## config.mk

```make
export PLATFORM = sky130hd
export DESIGN_NAME = sound_scheduler
export DESIGN_NICKNAME = d
export VERILOG_FILES = /design/src/rtl/sound_scheduler.sv
export SDC_FILE = /design/constraint.sdc
export NUM_CORES = 1
export LEC_CHECK = 0
export CAP_MARGIN = 20
export CORE_MARGIN = 1
export CORE_UTILIZATION = 47
export CTS_CLUSTER_SIZE = 20
export DETAILED_ROUTE_END_ITERATION = 12
export PLACE_DENSITY = 0.86
export SLEW_MARGIN = 20
export SYNTH_ARGS = -nofsm -noshare
export SYNTH_HDL_FRONTEND = slang
export SYNTH_SLANG_ARGS = --single-unit
```

## constraint.sdc

```tcl
create_clock -name clk -period 6.5 [get_ports clk]
set_clock_uncertainty 0.2 [all_clocks]
set_input_delay 1.625 -clock clk [delete_from_list [all_inputs] [get_ports clk]]
set_output_delay 1.625 -clock clk [all_outputs]
set_load 0.005 [all_outputs]
```

## src/rtl/sound_scheduler.sv

```systemverilog
// Fixed-priority scheduler for one shared tone serializer: grant, timed note, silence gap.
// Optional build macro SOUND_SCHED_PREEMPT_EN lets a higher-priority request abort the current note.
module sound_scheduler #(
  parameter int unsigned NUM_REQ   = 4,
  parameter int unsigned SYS_FREQ  = 100000,
  parameter int unsigned TICK_FREQ = 1000,
  parameter int unsigned FREQ_BITS = 10,
  parameter int unsigned DUR_BITS  = 8,
  parameter int unsigned GAP_TICKS = 2
) (
  input  logic                          clk,
  input  logic                          reset,
  input  logic [NUM_REQ-1:0]            req,
  input  logic [NUM_REQ*FREQ_BITS-1:0]  req_freq,
  input  logic [NUM_REQ*DUR_BITS-1:0]   req_dur,
  output logic [NUM_REQ-1:0]            ack,
  output logic [NUM_REQ-1:0]            grant,
  output logic [FREQ_BITS-1:0]          tone_freq,
  output logic                          tone_en,
  output logic                          done,
  output logic                          busy
);

  localparam int unsigned TICK_DIV = SYS_FREQ / TICK_FREQ;
  localparam int unsigned PW = (TICK_DIV > 2) ? $clog2(TICK_DIV) : 1;
  localparam int unsigned GW = (GAP_TICKS > 1) ? $clog2(GAP_TICKS) : 1;
  localparam logic [PW-1:0] PRESC_LAST = PW'(TICK_DIV - 1);
  localparam logic [GW-1:0] GAP_LAST   = GW'((GAP_TICKS > 0) ? GAP_TICKS - 1 : 0);

  typedef enum logic [1:0] {S_IDLE, S_PLAY, S_GAP} state_t;
  localparam state_t END_STATE = (GAP_TICKS == 0) ? S_IDLE : S_GAP;

  state_t               state_q, state_d;
  logic [PW-1:0]        presc_q, presc_d;
  logic [DUR_BITS-1:0]  dur_q, dur_d;
  logic [GW-1:0]        gap_q, gap_d;
  logic [NUM_REQ-1:0]   ack_q, ack_d;
  logic [NUM_REQ-1:0]   grant_q, grant_d;
  logic [FREQ_BITS-1:0] freq_q, freq_d;
  logic                 tone_en_q, tone_en_d;
  logic                 done_q, done_d;

  logic [NUM_REQ-1:0]   sel_oh;
  logic [FREQ_BITS-1:0] sel_freq;
  logic [DUR_BITS-1:0]  sel_dur;
  logic                 presc_wrap;

  // Isolate the lowest set request bit; index 0 wins.
  assign sel_oh = req & (~req + 1'b1);

  always_comb begin
    sel_freq = '0;
    sel_dur  = '0;
    for (int unsigned i = 0; i < NUM_REQ; i++) begin
      if (sel_oh[i]) begin
        sel_freq = req_freq[i*FREQ_BITS +: FREQ_BITS];
        sel_dur  = req_dur[i*DUR_BITS +: DUR_BITS];
      end
    end
  end

  assign presc_wrap = (presc_q == PRESC_LAST);

  always_comb begin
    state_d   = state_q;
    presc_d   = presc_q;
    dur_d     = dur_q;
    gap_d     = gap_q;
    ack_d     = '0;
    done_d    = 1'b0;
    grant_d   = grant_q;
    freq_d    = freq_q;
    tone_en_d = tone_en_q;
    case (state_q)
      S_IDLE: begin
        if (|req) begin
          ack_d   = sel_oh;
          freq_d  = sel_freq;
          dur_d   = sel_dur;
          presc_d = '0;
          gap_d   = '0;
          if (sel_dur == '0) begin
            // Zero-length request: acknowledged and finished on the same edge.
            done_d    = 1'b1;
            state_d   = END_STATE;
            grant_d   = '0;
            tone_en_d = 1'b0;
          end else begin
            state_d   = S_PLAY;
            grant_d   = sel_oh;
            tone_en_d = (sel_freq != '0);
          end
        end
      end
      S_PLAY: begin
        presc_d = presc_wrap ? '0 : presc_q + 1'b1;
        if (presc_wrap) begin
          dur_d = dur_q - 1'b1;
          if (dur_q == DUR_BITS'(1)) begin
            state_d   = END_STATE;
            grant_d   = '0;
            tone_en_d = 1'b0;
            done_d    = 1'b1;
          end
        end
`ifdef SOUND_SCHED_PREEMPT_EN
        // grant_q - 1 masks every index below the current one-hot grant.
        if (|(req & (grant_q - 1'b1))) begin
          state_d   = S_IDLE;
          grant_d   = '0;
          tone_en_d = 1'b0;
          done_d    = 1'b1;
          presc_d   = '0;
          dur_d     = '0;
        end
`endif
      end
      S_GAP: begin
        presc_d = presc_wrap ? '0 : presc_q + 1'b1;
        if (presc_wrap) begin
          gap_d = gap_q + 1'b1;
          if (gap_q == GAP_LAST) begin
            state_d = S_IDLE;
            gap_d   = '0;
          end
        end
      end
      default: state_d = S_IDLE;
    endcase
  end

  always_ff @(posedge clk or posedge reset) begin
    if (reset) begin
      state_q   <= S_IDLE;
      presc_q   <= '0;
      dur_q     <= '0;
      gap_q     <= '0;
      ack_q     <= '0;
      grant_q   <= '0;
      freq_q    <= '0;
      tone_en_q <= 1'b0;
      done_q    <= 1'b0;
    end else begin
      state_q   <= state_d;
      presc_q   <= presc_d;
      dur_q     <= dur_d;
      gap_q     <= gap_d;
      ack_q     <= ack_d;
      grant_q   <= grant_d;
      freq_q    <= freq_d;
      tone_en_q <= tone_en_d;
      done_q    <= done_d;
    end
  end

  assign ack       = ack_q;
  assign grant     = grant_q;
  assign tone_freq = freq_q;
  assign tone_en   = tone_en_q;
  assign done      = done_q;
  assign busy      = (state_q != S_IDLE);

endmodule

```

-- Word level (Yosys, flattened, before mapping)
Index checks and enable logic that the tools add are counted.
- add/subtract/negate cells: 4
- $mul: 0
- divide/modulo/power cells: 0
- order comparisons: 0
- equality and inequality tests: 9
- shifts and indexed selects: 0
- mux-type cells: 42
- bitwise gates (word level): 2
- reduce and logical (&&, ||, !) cells: 15
- operator list (kind ; number):
    two-way mux 8 bit ; 6
    two-way mux 10 bit ; 4
    two-way mux 4 bit ; 6
    one-hot mux 8 bit (2 select lines) ; 1
    two-way mux 7 bit ; 2
    one-hot mux 7 bit (2 select lines) ; 1
    two-way mux 2 bit ; 6
    two-way mux 1 bit ; 11
    != test 2 bit, second input constant ; 5
    nonzero test 10 bit ; 1
    == test 8 x 1 -> 1 bit, second input constant ; 1
    logical NOT 8 bit ; 1
    one-hot mux 4 bit (2 select lines) ; 1
    nonzero test 2 bit ; 4
    subtractor 8 x 1 -> 8 bit, second input constant ; 1
    adder 7 x 1 -> 7 bit, second input constant ; 1
    == test 7 bit, second input constant ; 1
    one-hot mux 1 bit (2 select lines) ; 3
    one-hot mux 2 bit (3 select lines) ; 1
    AND reduction 3 bit ; 2
    AND reduction 5 bit ; 1
    adder 4 x 1 -> 4 bit, second input constant ; 1
    bitwise AND 4 bit ; 1
    NOT 4 bit ; 1
    8 further kinds ; 9
- register bits: 38
- bits in latches: 0
- RAM bits: 0
- ROM bits: 0
- input port bits: 78
- logic and storage cells: 81
- memories: 0

-- Longest topological paths before layout
Gate-level depths: netlist (run 1).
- depth in word-level cells: 11
- depth in mapped cells: 9
- depth with buffers taken out: 8

-- Worst setup path after synthesis (run 1)
No wires, ideal clock.
- path kind: input port to flip-flop
- start: in req_dur[27]
- end: reg grant_q[1], in the netlist grant[1]
- arrival time: 3.140 ns
- path slack: 3.039 ns
- stages on the path: 6
- cell sequence: or4_1 o21ai_1 o311ai_1 nor4_4 a211oi_2 a32o_1
- word-level cells in the longest chain between the ends: 5
- ends and longest elaborated chain (what ; RTL line ; text):
    from (decl) ; 15 ; input logic [NUM_REQ*DUR_BITS-1:0] req_dur,
    two-way mux 8 bit ; 55 ; if (sel_oh[i]) begin
    logical NOT 8 bit ; 82 ; if (sel_dur == '0) begin
    two-way mux 4 bit ; 82 ;
    two-way mux 4 bit ; 76 ; if (|req) begin
    one-hot mux 4 bit (2 select lines) ; 74 ; case (state_q)
    to (signal assigned) ; 149 ; grant_q <= grant_d;
    to (decl) ; 38 ; logic [NUM_REQ-1:0] grant_q, grant_d;
No other way between the ends. The select of a mux whose other input is x is not followed.
A chain may end at the register's enable or synchronous reset.

-- Final worst setup path (run 1)
- start: in req[1]
- end: reg grant_q[1], in the netlist grant[1]
- word-level cells in the longest chain between the ends: 10
- elaborated cells on any way between the ends: 13
- classes of those cells: add/sub: 1; eq/ne: 1; mux: 6; bitwise: 2; reduce/logical: 3
- ends and longest elaborated chain (what ; RTL line ; text):
    from (decl) ; 13 ; input logic [NUM_REQ-1:0] req,
    NOT 4 bit ; 49 ; assign sel_oh = req & (~req + 1'b1);
    adder 4 x 1 -> 4 bit ; 49 ;
    bitwise AND 4 bit ; 49 ;
    two-way mux 8 bit (3 in a row) ; 55 ;
    logical NOT 8 bit ; 82 ;
    two-way mux 4 bit ; 82 ;
    two-way mux 4 bit ; 76 ;
    one-hot mux 4 bit (2 select lines) ; 74 ;
Several ways; a longest one is shown, not always the timed one. The select of a mux whose other input is x is not followed.

==> summary.md, run 1 <==
| Metric | Value |
|---|---|
| Port buffer count | 98 |
| DP Area | 3550 sq um |
| Syn Std Cell Area | 2500 sq um |
| Critical path endpoint category | flop |
| Share of cells above drive strength 1 | 6.41% |
| Hold Path Class | reg2reg |
| Post-CTS Repair Setup Buffers | 0 |
| P_leak | 1.45 nW |
| Max layer used | met4 |
| Ant. Diodes | 0 |
| Slew HR | 35.8% |
| Synth Register Bits | 38 |
| Initial antenna violation count | 0 |
| Max Fanout on Critical Path | 23 |
| DR vias/cell | 5.94 |
| Largest family of logic cells by synthesized area | compound AO/OA/AOI/OAI gates |
| DP HPWL | 5800 um |
| Pins Over Slew Limit | 0 |
| DR vias | 2734 |
| Post-synth EDFFs | 0 |
| DR pass1 iterations | 5 |
| PostCTS Resize Cnt | 0 |
| Seq. cell area | 951 sq um |
| Synth warn | 0 |
| Final wirelength | 7560 um |
| Fillers | 418 |
| Post-synthesis mux area share | 1.70% |
| Crit path DAT | 4.62 ns |
| Dominant synthesized flop cell | dfrtp_1 |
| Fin crit period | 4.60 ns |
| Total CTS buffers | 5 |
| Placer Congestion | 0.899 |
| CTS Sinks | 38 |
| Vias in the first global route | 2529 |
| Max-Cap Viols | 0 |
| GRT Resource Usage Total | 27.4% |
| Fin cells | 460 |
| Dominant cell by count in the synthesized netlist | dfrtp_1 |
| GRT overflow | 0 |
| RSZ-0062 raised after global routing | no |
| Hold slack | 0.295 ns |
| Wire length on met2 | 3710 um |
| Register-to-register path setup slack | 3.77 ns |
| # IOs | 99 |
| Synth Area in Adders | 3.01% |
| Fin area | 3620 sq um |
| VDD IR max | 0.150 mV |
| CTS tree | yes |
| Crit Path Class | in2reg |
| Outcome | complete, no violations |
| Hold Fails Final Rpt | 0 |
| Compound-Gate Fraction of Synth Area | 31.0% |
| Maximum clock path buffer count | 2 |
| Syn Inst Count | 295 |
| Slew @ Worst Pin | 0.960 ns |
| Area of the multi-input gates | 1430 sq um |
| CTS root buffer | clkbuf_8 |
| Largest net degree at the start of global routing | 39 |
| # hold bufs at CTS | 0 |
| Die X | 74.9 um |
| Synth async-reset ratio | 100% |
| Worst skew pair latency | 0.28 ns |
| Die height | 74.9 um |
| Power consumption | 1.14 mW |
| Period utilization | 70.7% |
| M1 WL | 3250 um |
| Htree depth | 2 |
| Dpl cells | 453 |
| Met3 wire length | 499 um |
| Setup violations, final | 0 |
| First-pass GRT wire length | 11700 um |
| Synth top area share | 38.1% |
| Syn Area/Cell | 8.46 sq um |
| Critical path data required time | 6.52 ns |
| Core area | 5110 sq um |
| Site row count | 26 |
| Post-synth top cells | 38 x dfrtp_1, 37 x a21oi_1, 32 x nand2_1, 14 x o21ai_0, 14 x o21ai_1 |
| Synth Area in Simple Gates | 21.1% |
| Antenna Nets Post-Route | 0 |
| Syn nets | 379 |
| CP Launch Type | input port |
| Sequential fraction of the synthesis area | 38.1% |
| Largest cells by area after synthesis | dfrtp_1 38%, a21oi_1 7.4%, nand2_1 4.8%, ha_1 3.0%, nand3b_1 3.0% |
| 1st-iter DRT viols | 172 |
| Pwr dens | 313 nW/um^2 |
| DR DRC count | 0 |
| Setup TNS | 0 ns |
| Max Clk Rate | 218 MHz |
| Synth Area in XOR/XNOR | 0% |
| Clock Pin Slew Worst Setup and Hold Paths | 0.08 ns |
| Overall die area | 5610 sq um |
| Synth cell types | 49 |
| Routed length per instance | 16.4 um |
| Area growth, synth to finish | 45.2% |
| Synth area leader | dfrtp_1 |
| Initial Utilization | 48.9% |
| Layout net count | 474 |
## report_power, final
group	internal (mW)	switching (mW)
clock	0.0721	0.0821
combinational	0.288	0.303
sequential	0.327	0.0640
total	0.687	0.449
## worst max-delay path: stages
cell and delay (ns):
clkdlybuf4s50_1 0.77, buf_4 0.38, nor2b_1 0.53, a211oi_1 0.10
o31ai_1 0.51, nor4_4 0.09, a211oi_2 0.39, a32o_1 0.21
## layout make-up
| class | instances | share of cell area [%] |
|---|---|---|
| clock inverter | 2 | 0.276 |
| tap | 70 | 2.42 |
| clock buffer | 5 | 1.90 |
| timing repair buffer | 105 | 28.5 |
| multi-input combinational | 228 | 39.4 |
| sequential | 38 | 26.2 |
| inverter | 12 | 1.24 |
## cells in the final DEF (no fill, tap or decap), drive strengths merged, types with 7 or more instances in the layout
cell type and instances:
nor2 11, a211oi 7, o21ai 28, inv 11
clkdlybuf4s50 98, o31ai 7, buf 7, nand3b 10
a22o 8, a21oi 37, a2bb2oi 7, nand2 32
nor3 10, dfrtp 38
## final timing paths
path	start	to	cells past startpoint
max reg2reg	state_q[1]	grant[1]	7
max	req[1]	grant[1]	8
min reg2reg	tone_freq[9]	tone_freq[9]	2
max in group asynchronous	reset	dur_q[5]	3
min in group asynchronous	reset	tone_en	3
min	tone_freq[9]	tone_freq[9]	2
## registers in the layout, summed over array words and instances (netlist names)
name	count
tone_freq	10
dur_q	8
presc_q	7
ack	4
grant	4
state_q	2
done	1
gap_q	1
tone_en	1
## kinds of logic after synthesis
kind of cell,Yosys count
muxes,4
DFF,38
AOI/OAI and AO/OA,119
adders and majority gates,6
and+or+nand+nor,99
buffers and inverters,29
## through the flow
step | util (%) | worst slack (ns)
3_3_place_gp | 69.4 | 1.81
4_1_cts | 71.0 | 2.00
2_1_floorplan | - | 3.04
6_report | 71.0 | 1.90
5_1_grt | 71.0 | 1.77
3_5_place_dp | 69.4 | 1.70
## layer usage
metal	track usage, %	vias to the layer above
met5	0	-
met4	6.71	0
met3	3.35	10
met2	45.2	134
met1	38.4	1300
li1	-	1290
Power figures use the tool's default switching activity.
==> run 2, diff against run 1 <==
CORE_UTILIZATION = 44   (was 47)
PLACE_DENSITY = 0.81   (was 0.86)
clock period = 4.7 ns   (was 6.5 ns; I/O delays follow)
==> run 2 against run 1 <==
Utilization fell by 4.3 points; design area rose by 0.72%; die area rose by 6.6%; clock-buffer cell count rose by 1; routed wire length fell by 1.8%; non-clock buffer count rose by 1; via count fell by 2.3%; power rose by 41%; register-to-register slack got worse by 1.8 ns; critical path depth did not move; critical path type unchanged; critical endpoint is now grant[2]; largest power group unchanged.
==> summary.md, run 2 (synthesis gave the netlist of run 1 again) <==
| Metric | Value |
|---|---|
| Largest net degree at the start of global routing | 39 (unchanged) |
| Worst skew pair latency | 0.30 ns (+0.02 ns) |
| R2R depth | 7 (unchanged) |
| Pins Over Slew Limit | 0 (unchanged) |
| Hold Fails Final Rpt | 0 (unchanged) |
| Antenna Nets Post-Route | 0 (unchanged) |
| Fin cells | 464 (+0.87%) |
| End of the critical path | grant[2] |
| 1st-iter DRT viols | 117 (-32%) |
| Pwr dens | 438 nW/um^2 (+40%) |
| CTS Sinks | 38 (unchanged) |
| Clock share of power | 15.0% (+1.4 points) |
| Overall die area | 5980 sq um (+6.6%) |
| Hold slack | 0.292 ns (-0.00325 ns) |
| Reg power frac | 33.8% (-0.6 points) |
| Seq. cell area | 951 sq um (unchanged) |
| Ant. Diodes | 0 (unchanged) |
| Final wirelength | 7420 um (-1.8%) |
| Sw frac | 39.4% (-0.15 points) |
| RSZ-0062 raised after global routing | no |
| Fin crit period | 3.68 ns |
| Max reg flops | 10 (unchanged) |
| Area growth, synth to finish | 46.3% |
| DR vias | 2671 (-2.3%) |
| R2r endpoint | grant[2] |
| Share of cells above drive strength 1 | 6.89% (+0.48 points) |
| CTS root buffer | clkbuf_8 |
| GRT overflow | 0 (unchanged) |
| Crit path DAT | 3.71 ns (-0.91 ns) |
| Slew @ Worst Pin | 0.719 ns (-0.240 ns) |
| Layout net count | 475 (+0.21%) |
| Dpl cells | 456 (+0.66%) |
| DR DRC count | 0 (unchanged) |
| Period utilization | 78.3% |
| Maximum clock path buffer count | 2 (unchanged) |
| Htree depth | 2 (unchanged) |
| DP HPWL | 5840 um (+0.71%) |
| # IOs | 99 (unchanged) |
| P_int | 969 uW (+41%) |
| Setup TNS | 0 ns (unchanged) |
| Site row count | 27 (+3.8%) |
| Area of the multi-input gates | 1430 sq um (unchanged) |
| DR vias/cell | 5.76 (-3.1%) |
| Most common cell after layout, fill and taps aside | clkdlybuf4s50_1 |
| Max Clk Rate | 272 MHz |
| Register-to-register path setup slack | 1.99 ns (-1.78 ns) |
| Fillers | 462 (+11%) |
| Combinational power share | 51.2% (-0.8 points) |
| Power consumption | 1.60 mW (+41%) |
| Worst hold path cell count | 2 (unchanged) |
| Sw Pwr | 629 uW (+40%) |
| Initial antenna violation count | 0 (unchanged) |
| Slew HR | 52.0% (+16 points) |
| Post-CTS Repair Setup Buffers | 0 (unchanged) |
| Clock Pin Slew Worst Setup and Hold Paths | 0.07 ns (about the same) |
| Setup violations, final | 0 (unchanged) |
| DP Worst Slack | 0.730 ns (-0.970 ns) |
| # hold bufs at CTS | 0 (unchanged) |
| CP Launch Type | input port |
| Utilization after layout | 66.7% (-4.3 points) |
| Hold Path Class | reg2reg |
| GRT Resource Usage Total | 25.6% (-1.8 points) |
| Outcome | complete, no violations |
| Port buffer count | 98 (unchanged) |
| CTS tree | yes |
| Vias in the first global route | 2598 (+2.7%) |
| DP Area | 3560 sq um (+0.28%) |
| Placer Congestion | 0.897 (-0.27%) |
| Core area | 5470 sq um (+7.2%) |
| Final WS setup | 1.02 ns (-0.883 ns) |
| VDD IR max | 0.246 mV (+64%) |
| PostCTS Resize Cnt | 0 (unchanged) |
| Routed length per instance | 16.0 um (-2.6%) |
| Die height | 77.3 um (+3.3%) |
| Critical path data required time | 4.73 ns (-1.79 ns) |
| Crit. Startpoint | req[1] |
| P_leak | 1.46 nW (+0.53%) |
| Total CTS buffers | 5 (unchanged) |
| Most frequent cells in the layout | 98 x clkdlybuf4s50_1, 38 x dfrtp_1, 37 x a21oi_1, 32 x nand2_1 |
| First-pass GRT wire length | 12200 um (+4.1%) |
| Crit Path Class | in2reg |
| Initial Utilization | 45.6% (-3.3 points) |
| R2R Path Start | state_q[1] |
| Max-Cap Viols | 0 (unchanged) |
| Critical path endpoint category | flop |
| Die X | 77.3 um (+3.3%) |
| Max Fanout on Critical Path | 21 (-8.7%) |
| Fin area | 3650 sq um (+0.72%) |
| DR pass1 iterations | 4 (-1) |
## run 2: cell types whose count changed in the layout (fill, tap and decap cells not counted), sizes merged
cell	before	now
buf	7	8
clkbuf	5	6
clkinv	3	2
clkinvlp	0	1
## run 2: final cells by class
class / count / share of cell area (%)
clock buffers: 6 / 2.26
clock inverters: 2 / 0.343
inverters: 12 / 1.23
multi-input cells: 228 / 39.1
flip-flops and latches: 38 / 26.0
well taps: 72 / 2.47
repair buffers: 106 / 28.5
## run 2: power groups by stage
stage,clock network [mW],registers (mW),logic [mW]
2_1_floorplan,0,0.533,0.468
3_3_place_gp,0,0.539,0.789
3_5_place_dp,0,0.545,0.809
4_1_cts,0.245,0.539,0.813
5_1_grt,0.258,0.554,0.908
6_report,0.240,0.540,0.818
## run 2: worst max-delay path, cell delays in order
cell and delay [ns]:
clkdlybuf4s50_1 0.44, buf_4 0.21, nor2b_1 0.54, a211oi_1 0.11, o31ai_1 0.51, nor4_4 0.10, a211oi_2 0.39, a32o_1 0.21
## run 2: routing by layer
layer  part of all wire (%)  up-vias  wire, um  track usage, %
met2                     48       93      3580            41.3
li1                       -     1291         -               -
met4                    2.1        0       159            9.81
met3                    4.3       22       317            4.17
met5                      0        -         0               0
met1                     45     1265      3360            34.2
## run 2: how the worst min path moves through the flow
stage                  from      endpoint
2_1_floorplan  tone_freq[8]  tone_freq[8]
3_3_place_gp   tone_freq[8]  tone_freq[8]
3_5_place_dp   tone_freq[9]  tone_freq[9]
4_1_cts        tone_freq[9]  tone_freq[9]
5_1_grt        tone_freq[4]  tone_freq[4]
6_report       tone_freq[4]  tone_freq[4]
==> run 3, diff against run 2 <==
clock period = 3.67 ns   (was 4.7 ns; I/O delays follow)
==> run 3 against run 2 <==
Sequential cell count is the same; largest cell class unchanged; critical path type unchanged; highest routed layer unchanged; non-clock buffer count grew 4; first-iteration DRC count grew 28%; sequential power grew 28%; critical path depth shrank 1.
==> summary.md, run 3 (synthesis gave the netlist of run 1 again) <==
| Metric | Value |
|---|---|
| Outcome | complete, no violations |
| # IOs | 99 (unchanged) |
| Ant. Diodes | 0 (unchanged) |
| Total CTS buffers | 5 (unchanged) |
| Placer Congestion | 0.919 (+2.5%) |
| CP bufs+invs | 1 (-1) |
| CP cell instances | clkdlybuf4s50_1 > nor2b_1 > a211oi_2 > o311ai_1 > nor4_4 > a211oi_2 > a32o_1 |
| Crit path top cell by count | a211oi_2 |
| Hold Path Class | reg2reg |
| Worst skew pair latency | 0.29 ns (about the same) |
| Site row count | 27 (unchanged) |
| Post-CTS Repair Setup Buffers | 0 (unchanged) |
| Slew @ Worst Pin | 0.718 ns (-0.00190 ns) |
| Largest net degree at the start of global routing | 39 (unchanged) |
| Crit Path Class | in2reg |
| Final wirelength | 7480 um (+0.79%) |
| VDD IR max | 0.241 mV (-2.3%) |
| Critical path data required time | 3.70 ns (-1.03 ns) |
| Max reg flops | 10 (unchanged) |
| Fillers | 461 (-0.22%) |
| Critical path endpoint category | flop |
| Die X | 77.3 um (unchanged) |
| Fin crit period | 3.34 ns |
| DP HPWL | 5810 um (-0.61%) |
| CP delay by family, top | compound AO/OA/AOI/OAI gates |
| Max Fanout on Critical Path | 9 (-57%) |
| DR DRC count | 0 (unchanged) |
| DR vias/cell | 5.77 (+0.22%) |
| Crit path DAT | 3.37 ns (-0.34 ns) |
| Slew HR | 52.2% (+0.13 points) |
| Share of cells above drive strength 1 | 7.83% (+0.94 points) |
| Pins Over Slew Limit | 0 (unchanged) |
| GRT overflow | 0 (unchanged) |
| Hold Fails Final Rpt | 0 (unchanged) |
| Layout net count | 479 (+0.84%) |
| Die height | 77.3 um (unchanged) |
| Worst path max stage delay | 0.66 ns (+0.12 ns) |
| Core area | 5470 sq um (unchanged) |
| Seq. cell area | 951 sq um (unchanged) |
| P_leak | 1.48 nW (+1.4%) |
| Period utilization | 90.9% |
| CP Launch Type | input port |
| Vias in the first global route | 2503 (-3.7%) |
| DR vias | 2700 (+1.1%) |
| Initial Utilization | 45.6% (unchanged) |
| Antenna Nets Post-Route | 0 (unchanged) |
| Clock Pin Slew Worst Setup and Hold Paths | 0.08 ns (about the same) |
| # hold bufs at CTS | 0 (unchanged) |
| Port buffer count | 98 (unchanged) |
| First-pass GRT wire length | 12000 um (-1.8%) |
| DP Worst Slack | 0.0653 ns (-0.664 ns) |
| 1st-iter DRT viols | 150 (+28%) |
| Area growth, synth to finish | 47.5% |
| Area of the multi-input gates | 1430 sq um (unchanged) |
| Max Clk Rate | 300 MHz |
| Power consumption | 2.06 mW (+29%) |
| Setup TNS | 0 ns (unchanged) |
| Pwr dens | 561 nW/um^2 (+28%) |
| Maximum clock path buffer count | 2 (unchanged) |
| PostCTS Resize Cnt | 0 (unchanged) |
| Initial antenna violation count | 0 (unchanged) |
| Final WS setup | 0.333 ns (-0.688 ns) |
| CTS root buffer | clkbuf_8 |
| GRT Resource Usage Total | 25.3% (-0.30 points) |
| Setup violations, final | 0 (unchanged) |
| Routed length per instance | 16.0 um (about the same) |
| DR pass1 iterations | 5 (+1) |
| CTS Sinks | 38 (unchanged) |
| Most frequent cells in the layout | 98 x clkdlybuf4s50_1, 38 x dfrtp_1, 37 x a21oi_1, 32 x nand2_1 |
| Slowest CP cell | clkdlybuf4s50_1 |
| Most common cell after layout, fill and taps aside | clkdlybuf4s50_1 |
| Overall die area | 5980 sq um (unchanged) |
| Max-Cap Viols | 0 (unchanged) |
| Htree depth | 2 (unchanged) |
| CTS tree | yes |
| RSZ-0062 raised after global routing | no |
| Hold slack | 0.292 ns (+0.000158 ns) |
-- run 3: cell types whose count changed in the layout (fill, tap and decap cells not counted) --
cell   before  now
buf_4       8   12
-- run 3: layout make-up --
type	count	area share (%)
clock buffers	6	2.24
clock inverters	2	0.340
inverters	12	1.22
flip-flops and latches	38	25.8
multi-input cells	228	38.8
well taps	72	2.45
repair buffers	110	29.1
-- run 3: worst paths after layout --
check                        startpoint            to  slack, ns  cells after the start
setup / recovery                 req[2]      grant[2]       0.33                      7
hold / removal             tone_freq[7]  tone_freq[7]       0.29                      2
setup reg to reg             state_q[1]      grant[2]       0.82                      7
hold reg to reg            tone_freq[7]  tone_freq[7]       0.29                      2
max in group asynchronous         reset    presc_q[6]       2.10                      3
min in group asynchronous         reset  tone_freq[3]       0.84                      3
-- run 3: worst reg2reg max path: stages (launching register included) --
cell and delay, ns:
dfrtp_1 0.40, inv_1 0.09, ha_1 0.62, clkinv_1 0.44, nand2_1 0.26, a21o_1 0.29, a211oi_2 0.11, a32o_1 0.32
-- run 3: power breakdown --
part	internal, mW	leakage (nW)	total, mW	switching [mW]
Combinational	0.521	0.948	1.07	0.545
Clock	0.151	0.0472	0.309	0.158
Sequential	0.579	0.483	0.690	0.111
Total	1.25	1.48	2.06	0.813
-- run 3: through the flow --
step / instances / utilization, % / cell area, sq um
floorplan: 295 / - / 2500
global route: 468 / 67.3 / 3680
finish: 468 / 67.3 / 3680
detailed placement: 460 / 65.5 / 3590
global placement: 460 / 65.5 / 3590
CTS: 468 / 67.3 / 3680
-- run 3: per-layer routing --
layer / up-vias / GRT usage, % / part of all wire, %
li1: 1304 / - / -
met5: - / 0 / 0
met3: 12 / 4.05 / 5.3
met4: 0 / 7.55 / 1.6
met2: 100 / 41.2 / 47
met1: 1284 / 34.4 / 46
==> variant, RTL diff (settings of run 2) <==
The 3 states of `state_t` get a one-hot encoding in 3 bits.
--- a/src/rtl/sound_scheduler.sv
+++ b/src/rtl/sound_scheduler.sv
@@ -27,7 +27,7 @@
   localparam logic [PW-1:0] PRESC_LAST = PW'(TICK_DIV - 1);
   localparam logic [GW-1:0] GAP_LAST   = GW'((GAP_TICKS > 0) ? GAP_TICKS - 1 : 0);
 
-  typedef enum logic [1:0] {S_IDLE, S_PLAY, S_GAP} state_t;
+  typedef enum logic [2:0] {S_IDLE = 3'b001, S_PLAY = 3'b010, S_GAP = 3'b100} state_t;
   localparam state_t END_STATE = (GAP_TICKS == 0) ? S_IDLE : S_GAP;
 
   state_t               state_q, state_d;
Behaviour: no difference found for any inputs over 10 cycles, from zero or initial values and one cycle with reset high; not proved beyond that.
==> variant against run 2 <==
  * Sequential power rose by 1%
  * Area after synthesis is 0.15% lower
  * Sequential cell count grew 1
  * Non-clock buffer count did not move
  * Design area unchanged
  * Wire length is 2.9% lower
  * Count of clock-buffer cells in the layout decreased by 1
  * Power is 3.6% lower
  * Setup slack worse by 0.061 ns
  * Via count up 2.0%
==> variant: results (changes against run 2) <==
Logic synthesis
  – Top post-synthesis cells by area: dfrtp_1, a21oi_1, nor2_1
  – Ys async rst share: 1.00 (unchanged)
  – Compound-Gate Fraction of Synth Area: 0.321 (+0.0105)
  – Synthesized Nets: 381 (+0.53%)
  – Adder-cell share of the synthesized area: 0.0151 (-0.0150)
  – Post-synthesis mux area share: 0.00853 (-0.00851)

Placed design
  – Post-DP HPWL: 5720 µm (-2.2%)
  – Placed cell area: 3540 µm² (-0.49%)
  – Setup slack at placement: 0.675 ns (-0.0544 ns)
  – GP Congestion: 0.996 (+11%)

Run status
  – Outcome: finished clean

Routing
  – Initial DRC Count: 231 (+97%)
  – Total number of vias: 2725 (+2.0%)
  – Routed wire length: 7210 µm (-2.9%)

Critical path
  – Max incr delay on CP: 0.68 ns (+0.14 ns)
  – Crit path to: tone_en
  – Reg2reg setup slack: 2.42 ns (+0.43 ns)
  – Slowest-stage cell, CP: clkdlybuf4s50_1
  – RR Endpoint: grant[3]
  – CP arrival: 3.73 ns (+0.02 ns)
  – RR Startpoint: dur_q[3]
  – CP startpoint: req[2]

Min path
  – Hold path endpoint: presc_q[6]
  – HP Start: presc_q[6]

Pwr
  – Peak supply drop: 0.242 mV (-1.8%)
  – Pleak: 0.00144 µW (-1.1%)
  – PD cells: 422 nW/µm² (-3.6%)

Final layout
  – Layout fillers: 481 (+4.1%)
  – Multi-input gates: 225 (-1.3%)
  – Register area: 977 µm² (+2.8%)
  – Clk cell area share: 0.0308 (+0.00480)
  – Clock buf count: 5 (-1)
  – Non-CTS inverters: 18 (+6)
  – Multi-input gate area: 1360 µm² (-4.6%)

Clocking
  – CTS Sinks: 39 (+2.6%)

Global route
  – Vias in the first global route: 2537 (-2.3%)
  – Largest net degree at the start of global routing: 30 (-23%)

Timing
  – Worst setup margin: 0.960 ns (-0.0608 ns)
## variant: cell families after synthesis
kind of cell             count (synthesis)
multiplexers                             2
AO/OA/AOI/OAI                          121
buffers and inverters                   36
AND/OR/NAND/NOR                         99
flip-flops                              39
adder cells (fa/ha/maj)                  3
## variant: stage by stage
step	hold slack [ns]	total power [µW]	std cells
final	0.303	1540	468
after global routing	0.325	1660	468
after CTS	0.315	1540	468
after detailed placement	0.299	1260	460
after global placement	0.265	1240	460
after floorplan	0.237	941	300
## variant: where the power goes
part           total [µW]  internal, µW  switching, µW
Combinational         715           354            361
Clock                 277           158            119
Sequential            547           459           88.7
## variant: routing by layer
layer,up-vias,share of wire,GRT usage
met2,134,0.51,0.409
li1,1301,-,-
met5,-,0,0
met3,12,0.078,0.0512
met4,0,0.018,0.111
met1,1278,0.40,0.320
## variant: worst register-to-register path: stages, from the launching register on
cell,delay [ns]
dfrtp_1,0.43
or3_1,0.42
nor2_1,0.24
nand3_1,0.23
o21ai_0,0.21
nand2b_1,0.18
a22o_1,0.27
